--- config.mk ---
export PLATFORM = sky130hd
export DESIGN_NAME = keypad_hex_scanner
export DESIGN_NICKNAME = d
export VERILOG_FILES = /design/src/rtl/kbd_pkg.sv /design/src/rtl/row_sync.sv /design/src/rtl/keypad_hex_scanner.sv
export SDC_FILE = /design/constraint.sdc
export NUM_CORES = 1
export LEC_CHECK = 0
export ABC_AREA = 1
export CORE_UTILIZATION = 60
export CTS_BUF_LIST = sky130_fd_sc_hd__clkbuf_8
export DETAILED_ROUTE_END_ITERATION = 12
export PLACE_DENSITY = 0.83
export SLEW_MARGIN = 5
export SYNTH_ARGS = -nofsm -noshare
export SYNTH_HDL_FRONTEND = slang
export SYNTH_SLANG_ARGS = --single-unit
--- constraint.sdc ---
create_clock -name clk -period 17.3 [get_ports clk]
set_input_delay 2.595 -clock clk [delete_from_list [all_inputs] [get_ports clk]]
set_output_delay 2.595 -clock clk [all_outputs]
set_load 0.1 [all_outputs]
--- src/rtl/kbd_pkg.sv ---
// Shared constants, key map and state encoding for the keypad scanner.
package kbd_pkg;

    localparam int NUM_ROWS = 4;
    localparam int NUM_COLS = 4;
    localparam int NUM_KEYS = NUM_ROWS * NUM_COLS;
    localparam int CODE_W   = 4;
    localparam int HIT_W    = $clog2(NUM_KEYS + 1);

    // Indexed by row*4+col; rows top to bottom, columns left to right.
    localparam logic [NUM_KEYS-1:0][CODE_W-1:0] KEY_MAP = {
        4'hD, 4'hF, 4'h0, 4'hE,
        4'hC, 4'h9, 4'h8, 4'h7,
        4'hB, 4'h6, 4'h5, 4'h4,
        4'hA, 4'h3, 4'h2, 4'h1
    };

    typedef enum logic [1:0] {
        ST_IDLE,
        ST_DEBOUNCE,
        ST_HELD
    } kbd_state_e;

    // The snapshot is stored column-major (col*4+row); the key map is row-major.
    function automatic int unsigned snap_to_key(input int unsigned snap_idx);
        return (snap_idx % NUM_ROWS) * NUM_COLS + snap_idx / NUM_ROWS;
    endfunction

endpackage

--- src/rtl/row_sync.sv ---
// Two-flop synchronizer for the asynchronous, active-low keypad rows.
module row_sync (
    input  logic       clk,
    input  logic       rst,
    input  logic [3:0] i_row,
    output logic [3:0] o_row
);
    logic [3:0] r_meta;
    logic [3:0] r_sync;

    // NOTE: sequential state uses non-blocking assignments so every flop samples pre-edge values.
    always_ff @(posedge clk) begin
        if (rst) begin
            r_meta <= 4'b1111;
            r_sync <= 4'b1111;
        end else begin
            r_meta <= i_row;
            r_sync <= r_meta;
        end
    end

    assign o_row = r_sync;

endmodule

--- src/rtl/keypad_hex_scanner.sv ---
// 4x4 keypad scanner: column scan, whole-scan debounce, hex decode and 16-bit digit entry.
module keypad_hex_scanner
    import kbd_pkg::*;
#(
    parameter int SCAN_DIV_BITS  = 16,
    parameter int DEBOUNCE_SCANS = 4
) (
    input  logic                clk,
    input  logic                rst,
    input  logic [NUM_ROWS-1:0] row,
    output logic [NUM_COLS-1:0] col,
    input  logic                clr,
    output logic                key_valid,
    output logic [CODE_W-1:0]   key_code,
    output logic                key_down,
    output logic [15:0]         value
);
    localparam logic [3:0] DB_N = 4'(DEBOUNCE_SCANS);

    logic [3:0]               w_row_s;
    logic [SCAN_DIV_BITS-1:0] r_dwell;
    logic [1:0]               r_col_sel;
    logic [15:0]              r_snap;
    logic [15:0]              w_snap_now;
    logic                     w_tc;
    logic                     w_scan_end;
    logic [HIT_W-1:0]         w_hits;
    logic [CODE_W-1:0]        w_cand;
    logic                     w_cand_ok;
    logic                     w_any;
    kbd_state_e               r_state;
    kbd_state_e               w_state_next;
    logic                     w_accept;
    logic [3:0]               r_cnt;
    logic [CODE_W-1:0]        r_cand;
    logic                     r_key_valid;
    logic [CODE_W-1:0]        r_key_code;
    logic [15:0]              r_value;

    row_sync u_row_sync (
        .clk   (clk),
        .rst   (rst),
        .i_row (row),
        .o_row (w_row_s)
    );

    assign w_tc       = &r_dwell;
    assign w_scan_end = w_tc && (r_col_sel == 2'd3);

    always_ff @(posedge clk) begin
        if (rst) begin
            r_dwell   <= '0;
            r_col_sel <= '0;
            r_snap    <= '0;
        end else begin
            r_dwell <= r_dwell + 1'b1;
            if (w_tc) begin
                r_snap[{r_col_sel, 2'b00} +: 4] <= ~w_row_s;
                r_col_sel                       <= r_col_sel + 2'd1;
            end
        end
    end

    // The last column is merged combinationally so scan end evaluates that cycle's rows.
    always_comb begin
        // NOTE: every comb output gets a default first so no path can infer a latch.
        w_snap_now                          = r_snap;
        w_snap_now[{r_col_sel, 2'b00} +: 4] = ~w_row_s;
        w_hits                              = '0;
        w_cand                              = '0;
        for (int i = 0; i < NUM_KEYS; i++) begin
            if (w_snap_now[i]) begin
                w_hits = w_hits + 1'b1;
                w_cand = KEY_MAP[snap_to_key(i)];
            end
        end
    end

    assign w_cand_ok = (w_hits == HIT_W'(1));
    assign w_any     = |w_snap_now;

    always_ff @(posedge clk) begin
        if (rst) r_state <= ST_IDLE;
        else     r_state <= w_state_next;
    end

    always_comb begin
        w_state_next = r_state;
        w_accept     = 1'b0;
        if (w_scan_end) begin
            case (r_state)
                ST_IDLE: begin
                    if (w_cand_ok) begin
                        if (DB_N == 4'd1) begin
                            w_state_next = ST_HELD;
                            w_accept     = 1'b1;
                        end else begin
                            w_state_next = ST_DEBOUNCE;
                        end
                    end
                end
                ST_DEBOUNCE: begin
                    if (!w_cand_ok) begin
                        w_state_next = ST_IDLE;
                    end else if (w_cand == r_cand && (r_cnt + 4'd1) == DB_N) begin
                        w_state_next = ST_HELD;
                        w_accept     = 1'b1;
                    end
                end
                ST_HELD: begin
                    if (!w_any && (r_cnt + 4'd1) == DB_N) w_state_next = ST_IDLE;
                end
                default: w_state_next = ST_IDLE;
            endcase
        end
    end

    // r_cnt counts matching scans while debouncing and empty scans while held.
    always_ff @(posedge clk) begin
        if (rst) begin
            r_cnt       <= '0;
            r_cand      <= '0;
            r_key_valid <= 1'b0;
            r_key_code  <= '0;
            r_value     <= '0;
        end else begin
            r_key_valid <= w_accept;
            if (w_scan_end) begin
                if (w_accept) begin
                    r_cnt <= '0;
                end else begin
                    case (r_state)
                        ST_IDLE:     r_cnt <= w_cand_ok ? 4'd1 : 4'd0;
                        ST_DEBOUNCE: r_cnt <= !w_cand_ok        ? 4'd0 :
                                              (w_cand == r_cand) ? r_cnt + 4'd1 : 4'd1;
                        ST_HELD:     r_cnt <= (w_any || w_state_next == ST_IDLE) ? 4'd0 : r_cnt + 4'd1;
                        default:     r_cnt <= '0;
                    endcase
                end
                if (r_state != ST_HELD && w_cand_ok) r_cand <= w_cand;
            end
            if (w_accept) r_key_code <= w_cand;
            if (clr)           r_value <= '0;
            else if (w_accept) r_value <= {r_value[11:0], w_cand};
        end
    end

    always_comb begin
        key_down = (r_state == ST_HELD);
        col      = ~(4'b0001 << r_col_sel);
    end

    assign key_valid = r_key_valid;
    assign key_code  = r_key_code;
    assign value     = r_value;

endmodule

==> summary.md <==
| Metric | Value |
|---|---|
| Cell variety after synth | 45 |
| Post-Syn Instances | between 700 and 800 |
| PortBufs | 32 |
| Final setup TNS | 0 ps |
| Setup bufs post-CTS | 0 |
| Sink Count | 73 |
| Min Tclk post-route | between 10,000 and 15,000 ps |
| Chip height | approximately 93 um |
| H-tree levels | 3 |
| Worst-case clock skew | 9.70 ps |
| Fill cell count | between 600 and 700 |
| Post-synth top flop | dfxtp_1 |
| Crit-path max cell delay | 530 ps |
| Post-synth EDFFs | 0 |
| Net Switching | 0.0000861 W |
| HPWL Detailed | ~8500 um |
| Most common library cells after synthesis | nand2_1, inv_1, nor2_1 |
| GP Congestion | approximately 0.9 |
| Congestion Overflow GR | 0 |
| Final worst slack | 6910 ps |
| Clock Pin Slew Worst Setup and Hold Paths | ~80 ps |
| Power per cell area | approximately 60 mW/mm2 |
| Number of synthesized register bits | 73 |
| Switching part of the total | 26.6% |
| Static leakage | about 2.7 nW |
| CP required | roughly 18,000 ps |
| R2R setup slack | between 6000 and 7000 ps |
| RSZ-0062 raised after global routing | false |
| Yosys warning total | 0 |
| Maximum VDD drop | 0.0000728 V |
| Final Hold Fails | 0 |
| Clk pwr share | a little under two fifths |
| First-pass GRT wire length | about 19,000 um |
| Post-Place Setup Slack | between 6000 and 7000 ps |
| Flop pwr share | between 50% and 60% |
| CTS buffer count | 9 |
| Util after Layout | roughly 70% |
| Rel. slew slack | approximately a third |
| Ant diodes | 0 |
| CTS tree | built |
| Yosys top cell area share | 29.4% |
| Synth-to-layout area growth | 11.0% |
| Area of the mapped netlist | 0.00497 mm2 |
| Drt via density | ~5.4 |
| Path type of the worst setup path | register to register |
| I/O pins | 33 |
| Number of DRC markers in iteration 0 | 300 |
| Largest net degree at the start of global routing | 33 |
| Cell taking the most area after synthesis | dfxtp_1 |
| Clk buf depth | 2 |
| Period Utilization, post-route | approximately three fifths |
| Max cap viols | 0 |
| Antenna violations before repair | 0 |
| Per-cell routed wire length | between 10 and 15 um |
| Total Power | around 0.00032 W |
| Final antenna-violating net count | 0 |
| Final cell count without fillers | a little over 900 |
| Total GRT Usage | a little over a quarter |
| Crit path max fanout | 15 |
| Ratio of cells with drive above 1 in the final layout | a little under a tenth |
| CP dominant cell by count | nand2_1 |
| Worst slew pin tran | approximately 1000 ps |
| Post-CTS sizing | 0 |
| Worst Path Arrival | 10,640 ps |
| DRC | 0 |
| Final setup violation count | 0 |
| Nets | about 850 |
| Die span in x | between 90 and 100 um |
| Async set-reset flop share out of synthesis | 0% |
| Clk Latency, worst-skew pair | 340 ps |
| Seq/Total Area, Yosys | between 20% and 30% |
| Initial core utilization | 63.3% |
| Outcome | completed |
| Vias in the first global route | ~4,700 |
| Rows | 32 |
| Fin. max-slew vios | 0 |
| HP Class | register to register |
| Most numerous cell in the Yosys netlist | nand2_1 |
| Die area | 0.00864 mm2 |
| Routed vias | ~5,000 |
| DRT Wirelength | approximately 11,000 um |
| Hold_buf cts | 0 |
| Largest cells by area after synthesis | dfxtp_1, nand2_1, inv_1, nor2_1, nand3_1 |
| Internal power | 0.000237 W |
| Synthesized net count | 820 |
| CP max-delay cell | dfxtp_1 |
| Logic pwr share | between 10 and 15% |
| CTS root buf | clkbuf_8 |
| Critical Path Source Type | register |
| Crit end category | register |
| Fmax | slightly below 0.1 GHz |
| Core box area | 0.00785 mm2 |
| Detailed Routing Iterations Pass 1 | 5 |
| Placed Instances | 910 |
| Avg Cell Area, Syn | 6.28 um2 |
==> state kept, by name, summed over array words and instances (netlist names) <==
register,flops
key_valid,1
value,16
r_state,2
r_dwell,16
r_cnt,4
r_cand,4
r_snap,16
u_row_sync.o_row,4
u_row_sync.r_meta,4
r_col_sel,2
key_code,4
==> layer usage <==
metal	GRT usage, %	up-vias	wire (um)
li1	-	2583	-
met1	31.9	2243	4990
met2	48.5	131	5220
met3	3.66	27	434
met4	9.23	0	197
met5	0	-	0
==> through the flow <==
stage,area (um2),hold WS [ps]
6_report,5510,412
3_3_place_gp,5330,396
3_5_place_dp,5330,396
5_1_grt,5510,427
2_1_floorplan,4970,389
4_1_cts,5510,414
==> path summary, 6_finish.rpt <==
kind | from | to | depth (start not counted)
min reg2reg | u_row_sync.r_meta[1] | u_row_sync.o_row[1] | 1
max reg2reg | r_col_sel[0] | r_cnt[2] | 62
max | r_col_sel[0] | r_cnt[2] | 62
min | u_row_sync.r_meta[1] | u_row_sync.o_row[1] | 1
==> final cells by class <==
| class | count | area, um2 | share of cell area (%) |
|---|---|---|---|
| multi-input cells | 560 | 2890 | 52.3 |
| flip-flops and latches | 73 | 1460 | 26.5 |
| inverters | 143 | 538 | 9.76 |
| repair buffers | 32 | 320 | 5.81 |
| clock buffers | 10 | 138 | 2.50 |
| well taps | 102 | 128 | 2.32 |
| clock inverters | 6 | 42.5 | 0.772 |
==> cell families after synthesis <==
family                     synth area share (%)
and+or+nand+nor                            36.5
adders and majority gates                  5.54
AOI/OAI and AO/OA                          15.3
DFF                                        29.4
buffers and inverters                      12.5
xor gates and xnor gates                  0.706
==> power groups by stage <==
stage,clock (W),combinational (W),sequential (W)
after global placement,0,0.0000315,0.000174
after detailed placement,0,0.0000331,0.000174
after CTS,0.000122,0.0000332,0.000170
after global routing,0.000130,0.0000386,0.000170
after floorplan,0,0.0000268,0.000174
final,0.000120,0.0000334,0.000170
==> layout by cell type, fill, tap and decap left out, drive strengths merged <==
master	count
a21boi	4
a21oi	58
a22oi	1
a31oi	11
a32oi	1
and3	1
clkbuf	10
clkdlybuf4s50	32
clkinv	6
clkinvlp	1
dfxtp	73
ha	22
inv	142
nand2	215
nand3	62
nand3b	5
nand4	6
nor2	79
nor3	11
nor3b	1
nor4	6
nor4b	1
o211ai	1
o21ai	50
o21bai	1
o22ai	7
o31ai	2
or2	11
xnor2	1
xor2	3
==> worst max-delay path, delay by kind of cell (launching register included) <==
kind / cells / cell delay (ps)
AO/OA/AOI/OAI: 6 / 1170
flip-flops: 1 / 530
adder cells (fa/ha/maj): 15 / 4360
buffers and inverters: 9 / 650
AND/OR/NAND/NOR: 32 / 3540
No activity file was read; power rests on OpenSTA's default activity.
